### src/rtl/mul_pkg.sv
// ---------------------------------------------------------------------------
// mul_pkg
// Shared definitions for the sequential multiplier:
//   - operand mode encodings (MUL_UU / MUL_SS / MUL_SU; 2'b11 behaves as UU)
//   - FSM state type (IDLE -> CALC -> FIX -> IDLE)
//   - cnt_w(): width of the iteration counter, large enough to hold WIDTH
// ---------------------------------------------------------------------------
package mul_pkg;

    localparam logic [1:0] MUL_UU = 2'b00;  // unsigned x unsigned
    localparam logic [1:0] MUL_SS = 2'b01;  // signed x signed
    localparam logic [1:0] MUL_SU = 2'b10;  // signed multiplicand x unsigned multiplier

    typedef enum logic [1:0] {
        IDLE = 2'd0,
        CALC = 2'd1,
        FIX  = 2'd2
    } state_t;

    // The counter is loaded with WIDTH itself, so it needs clog2(WIDTH+1) bits.
    function automatic int cnt_w(input int width);
        return $clog2(width + 1);
    endfunction

endpackage

### src/rtl/mul_abs.sv
// ---------------------------------------------------------------------------
// mul_abs
// Conditional two's-complement negation: result = neg_en ? -value : value.
// Used both to take operand magnitudes (W = WIDTH) and to apply the final
// sign correction to the product (W = 2*WIDTH).
//
// Ports
//   value   in   W   operand
//   neg_en  in   1   negate when high
//   result  out  W   value or its two's complement
//
// The magnitude of the most negative W-bit value is 2^(W-1), which is still
// representable as a W-bit unsigned number, so no extra bit is needed.
// ---------------------------------------------------------------------------
module mul_abs #(
    parameter int W = 32
) (
    input  logic [W-1:0] value,
    input  logic         neg_en,
    output logic [W-1:0] result
);

    assign result = neg_en ? (~value + W'(1)) : value;

endmodule

### src/rtl/seq_multiplier.sv
// ---------------------------------------------------------------------------
// seq_multiplier
// Multi-cycle radix-2 shift-add integer multiplier. Operands are converted to
// magnitudes on acceptance, multiplied unsigned over WIDTH iterations, and the
// 2*WIDTH-bit result is negated in a final FIX cycle when exactly one operand
// was negative.
//
// Ports
//   clk           in   1          rising-edge clock
//   rst_n         in   1          asynchronous active-low reset
//   start         in   1          request, accepted only in IDLE
//   mode          in   2          00 UU, 01 SS, 10 SU, 11 UU
//   multiplicand  in   WIDTH      operand A, captured on acceptance
//   multiplier    in   WIDTH      operand B, captured on acceptance
//   busy          out  1          high during CALC and FIX (WIDTH+1 cycles)
//   done          out  1          one-cycle pulse, product valid
//   product       out  2*WIDTH    result, held until the next FIX
//
// Timing: start sampled at edge N -> CALC for WIDTH cycles -> FIX for one
// cycle -> done high in the following cycle (state already back in IDLE, so a
// start presented alongside done is accepted immediately).
// ---------------------------------------------------------------------------
module seq_multiplier
    import mul_pkg::*;
#(
    parameter int WIDTH = 32
) (
    input  logic                 clk,
    input  logic                 rst_n,
    input  logic                 start,
    input  logic [1:0]           mode,
    input  logic [WIDTH-1:0]     multiplicand,
    input  logic [WIDTH-1:0]     multiplier,
    output logic                 busy,
    output logic                 done,
    output logic [2*WIDTH-1:0]   product
);

    localparam int CNT_W = cnt_w(WIDTH);

    state_t               state;
    state_t               state_next;
    logic [CNT_W-1:0]     counter;

    // Datapath registers: magnitude of A, shifting magnitude of B, and the
    // running 2*WIDTH-bit accumulator.
    logic [WIDTH-1:0]     mcand;
    logic [WIDTH-1:0]     mplr;
    logic [2*WIDTH-1:0]   acc;
    logic                 neg;

    logic                 sign_a;
    logic                 sign_b;
    logic [WIDTH-1:0]     mag_a;
    logic [WIDTH-1:0]     mag_b;
    logic [WIDTH:0]       partial;
    logic [2*WIDTH-1:0]   corrected;

    logic                 accept;
    logic                 last_step;

    assign accept    = (state == IDLE) && start;
    assign last_step = (state == CALC) && (counter == CNT_W'(1));
    assign busy      = (state != IDLE);

    // Operand signs depend on mode; an operand treated as unsigned never
    // counts as negative regardless of its top bit.
    always_comb begin
        // NOTE: every signal written here gets a default first, so no path
        // leaves it unassigned and no latch is inferred.
        sign_a = 1'b0;
        sign_b = 1'b0;
        case (mode)
            MUL_SS: begin
                sign_a = multiplicand[WIDTH-1];
                sign_b = multiplier[WIDTH-1];
            end
            MUL_SU: begin
                sign_a = multiplicand[WIDTH-1];
            end
            default: begin
                // MUL_UU and 2'b11: both operands unsigned
            end
        endcase
    end

    mul_abs #(.W(WIDTH)) u_abs_a (
        .value  (multiplicand),
        .neg_en (sign_a),
        .result (mag_a)
    );

    mul_abs #(.W(WIDTH)) u_abs_b (
        .value  (multiplier),
        .neg_en (sign_b),
        .result (mag_b)
    );

    // Add into the upper half with the carry kept as bit WIDTH; the carry
    // becomes the new MSB of the accumulator after the right shift, which is
    // what keeps the upper half exact for all-ones operands.
    assign partial = {1'b0, acc[2*WIDTH-1:WIDTH]}
                   + (mplr[0] ? {1'b0, mcand} : {(WIDTH+1){1'b0}});

    mul_abs #(.W(2*WIDTH)) u_abs_p (
        .value  (acc),
        .neg_en (neg),
        .result (corrected)
    );

    // -------------------------------------------------------------------
    // FSM: state register
    // -------------------------------------------------------------------
    always_ff @(posedge clk or negedge rst_n) begin
        // NOTE: clocked state uses non-blocking assignments so every register
        // samples pre-edge values, independent of statement order.
        if (!rst_n) begin
            state <= IDLE;
        end else begin
            state <= state_next;
        end
    end

    // -------------------------------------------------------------------
    // FSM: next-state logic
    // -------------------------------------------------------------------
    always_comb begin
        state_next = state;
        case (state)
            IDLE:    if (accept)    state_next = CALC;
            CALC:    if (last_step) state_next = FIX;
            FIX:                    state_next = IDLE;
            default:                state_next = IDLE;
        endcase
    end

    // -------------------------------------------------------------------
    // Counter and shift-add datapath
    // -------------------------------------------------------------------
    always_ff @(posedge clk or negedge rst_n) begin
        if (!rst_n) begin
            counter <= '0;
            mcand   <= '0;
            mplr    <= '0;
            acc     <= '0;
            neg     <= 1'b0;
        end else begin
            case (state)
                IDLE: begin
                    if (accept) begin
                        mcand   <= mag_a;
                        mplr    <= mag_b;
                        acc     <= '0;
                        neg     <= sign_a ^ sign_b;
                        counter <= CNT_W'(WIDTH);
                    end
                end
                CALC: begin
                    // {carry, acc, mplr} >> 1: the bit leaving acc moves into
                    // the vacated top of mplr, whose consumed LSB drops out.
                    acc     <= {partial, acc[WIDTH-1:1]};
                    mplr    <= {acc[0], mplr[WIDTH-1:1]};
                    counter <= counter - CNT_W'(1);
                end
                default: begin
                end
            endcase
        end
    end

    // -------------------------------------------------------------------
    // Result register and done pulse
    // -------------------------------------------------------------------
    always_ff @(posedge clk or negedge rst_n) begin
        if (!rst_n) begin
            product <= '0;
            done    <= 1'b0;
        end else begin
            done <= (state == FIX);
            if (state == FIX) begin
                product <= corrected;
            end
        end
    end

endmodule

### config.mk
export PLATFORM = sky130hd
export DESIGN_NAME = seq_multiplier
export DESIGN_NICKNAME = d
export VERILOG_FILES = /design/src/rtl/mul_pkg.sv /design/src/rtl/mul_abs.sv /design/src/rtl/seq_multiplier.sv
export SDC_FILE = /design/constraint.sdc
export NUM_CORES = 1
export LEC_CHECK = 0
export ABC_AREA = 0
export ABC_CLOCK_PERIOD_IN_PS = 4710
export CORE_UTILIZATION = 30
export CTS_BUF_LIST = sky130_fd_sc_hd__clkbuf_8 sky130_fd_sc_hd__clkbuf_16
export DETAILED_ROUTE_END_ITERATION = 7
export PLACE_DENSITY_LB_ADDON = 0.1
export SLEW_MARGIN = 10
export SYNTH_ARGS = -nofsm -noshare
export SYNTH_HDL_FRONTEND = slang
export SYNTH_SLANG_ARGS = --single-unit
### constraint.sdc
create_clock -name clk -period 4.71 [get_ports clk]
set_clock_uncertainty 0.05 [all_clocks]
set_input_delay 0.471 -clock clk [delete_from_list [all_inputs] [get_ports clk]]
set_output_delay 0.471 -clock clk [all_outputs]
set_load 0.005 [all_outputs]
==> summary.txt <==
Outcome
  • Status: finished with violations
  • Failing checks: DRC, hold timing

Logic synthesis
  • Post-Synthesis Cells: approximately 1300
  • Yosys Warn Count: 0
  • Post-synth EDFFs: 0
  • Ys async rst share: 1.00
  • Mapped Area: approximately 12000 µm²
  • Synthesized area per cell: between 9 and 10 µm²
  • Seq/Total Area, Yosys: 0.418
  • Syn_nets: 1446
  • Seq cells post-synth: 202
  • Main synth FF type: dfrtp_1
  • Synth unique cells: between 60 and 70

CTS
  • TritonCTS Buffers: 24
  • Cts hold-fix bufs: 0
  • CTS root buf: clkbuf_16
  • Clock Path Buffers: 3
  • Post-CTS sizing: 0
  • Clock latency on the worst-skew pair: 530 ps
  • # H-tree levels: 1
  • Number of buffers added for setup after CTS: 0
  • Clock sink count: 202
  • CTS clock-pin slew for the worst setup and hold paths: ~60 ps
  • CTS tree: yes

Floorplanning
  • Placement Rows: between 70 and 80
  • Starting Density: 0.304
  • Die area: approximately 40000 µm²
  • Width of the die: about 200 µm
  • Die height: roughly 200 µm
  • # IOs: ~140
  • Core area: about 40000 µm²

Global routing
  • Largest net degree at the start of global routing: 100
  • First-pass GRT wire length: 52900 µm
  • Number of global-route vias before repair: around 9500
  • Gr usage total: 0.158
  • Total congestion overflow: 0
  • Antenna violations before repair: 0

Cells and area
  • Commonest non-fill, non-tap cell in the layout: dfrtp_1
  • Layout Cells excl Fill: slightly below 2000
  • Fill cells: about 4000
  • Area Growth Syn to Fin: 21.1%
  • Share of layout cells above drive strength 1: 0.0505
  • Post-layout nets: ~1500
  • Post-route cell area: 14600 µm²
  • Most frequent cells in the layout: dfrtp_1, o21ai_0, nand2_1
  • Inserted Diodes: 0

Placed design
  • Routability cong.: approximately 0.84
  • Post-placement setup slack: just over 800 ps
  • Dpl cells: 1930
  • DP HPWL: between 20000 and 25000 µm
  • Port Buf Inserts: around 130
  • Placed inst area: around 14000 µm²

Setup path
  • Critical Path AT: around 4300 ps
  • WP data required: between 5000 and 6000 ps
  • Worst Path Max Fanout: 33
  • Kind of critical path: reg2reg
  • Startpoint Class: flop
  • Crit path capture type: flop

Power
  • Pwr dens: 632 nW/µm²
  • Switch Pwr: 4070 µW
  • Cell Int Power: about 5200 µW
  • Gate power share: 0.469
  • Sw Ratio: 0.440
  • Clock share of power: 0.188
  • VDD IR max: about 0.36 mV
  • Sequential share of power: 0.343
  • Pleak: 0.00620 µW

STA
  • Slew headroom: 0.227
  • Setup-failing EPs final: 0
  • Final setup TNS: 0 ps
  • Max Clk Rate: about 0.26 GHz
  • Slew Viols, Final: 0
  • Worst-Margin Slew: 1160 ps
  • RSZ-0062 raised after global routing: false
  • Final hold violations: 15
  • Min Tclk post-route: 3870 ps
  • Crit share post-route: 0.821
  • Hold WS: -10.6 ps
  • Final worst slack: around 840 ps

Route
  • Wire length per cell: 16.6 µm
  • Detail Route Antenna Nets: 0
  • Number of detailed-route iterations in the first pass: 8
  • DRT iter0 DRCs: roughly 420
  • DR vias: 9812
  • Vias per cell: between 4 and 5
  • WL final: around 33000 µm
  • Remaining DRCs: 2

Job
  • Max-Cap Viols: 0

Hold path
  • Worst Hold Class: in2async
==> worst max-delay path, stage by stage (launching register included) <==
cell and delay [ps]:
dfrtp_1 730, and2_1 230, ha_1 190, inv_1 60, fa_1 400, nor2b_1 170
o2111ai_1 160, a211oi_1 530, a21oi_1 250, o311a_1 450, or4_1 480, nand3_1 90
==> state kept, by name, indices dropped and copies added, names as in the netlist <==
register  count
mplr         32
mcand        32
product      64
acc          64
counter       6
neg           1
state         2
done          1
==> per-stage QoR <==
| step | power, µW | hold slack (ps) | util |
|---|---|---|---|
| CTS | 9420 | 5.06 | 0.368 |
| floorplan | 6080 | 125 | - |
| global route | 10100 | 40.6 | 0.368 |
| global placement | 7580 | 410 | 0.350 |
| detailed placement | 7610 | 420 | 0.350 |
| finish | 9250 | -10.6 | 0.368 |
==> logic make-up after synthesis <==
group / after synthesis / synth area share
xor gates and xnor gates: 144 / 0.104
AOI/OAI and AO/OA: 440 / 0.230
muxes: 3 / 0.00249
adders and majority gates: 39 / 0.0410
buffers and inverters: 107 / 0.0340
DFF: 202 / 0.418
and+or+nand+nor: 403 / 0.169
==> synthesized netlist by cell type (all sizes together), types with 27 or more instances <==
library cell,instances,share of area
xnor2,53,0.038
xor2,91,0.066
nor2,48,0.015
inv,29,0.0090
o21ai,197,0.082
nand2,177,0.055
ha,38,0.039
a22oi,27,0.017
a21oi,63,0.026
dfrtp,202,0.42
clkbuf,67,0.021
and2,40,0.021
a22o,31,0.022
==> worst paths after layout <==
| path | start | endpoint | slack [ps] | cells past startpoint |
|---|---|---|---|---|
| max | mplr[0] | acc[59] | 840 | 11 |
| min | rst_n | product[18] | -10 | 1 |
| max reg2reg | mplr[0] | acc[59] | 840 | 11 |
| min reg2reg | counter[5] | counter[5] | 420 | 1 |
| max in group asynchronous | rst_n | neg | 3560 | 2 |
| min in group clk | counter[5] | counter[5] | 420 | 1 |
==> metal layers <==
layer | track usage | wire length, µm | vias to the layer above
met5 | 0 | 0 | -
met4 | 0.0306 | 444 | 0
met3 | 0.0188 | 1120 | 30
met2 | 0.236 | 13800 | 170
met1 | 0.244 | 17400 | 4603
li1 | - | - | 5009
==> cell type report <==
type                            instances  area [µm²]  share of cell area
Clock inverter                         13        83.8             0.00573
Inverter                               29         109             0.00744
Clock buffer                           28         656              0.0448
Timing Repair Buffer                  145        1440              0.0984
Multi-Input combinational cell       1029        6630               0.453
Tap cell                              525         657              0.0449
Sequential cell                       202        5060               0.346
==> power by group through the flow <==
stage	Sequential (µW)	Combinational [µW]	Clock, µW
2_1_floorplan	2860	3220	0
3_3_place_gp	3190	4380	0
3_5_place_dp	3210	4410	0
4_1_cts	3180	4430	1820
5_1_grt	3290	4940	1890
6_report	3170	4340	1740
No activity file was read; power rests on OpenSTA's default activity.
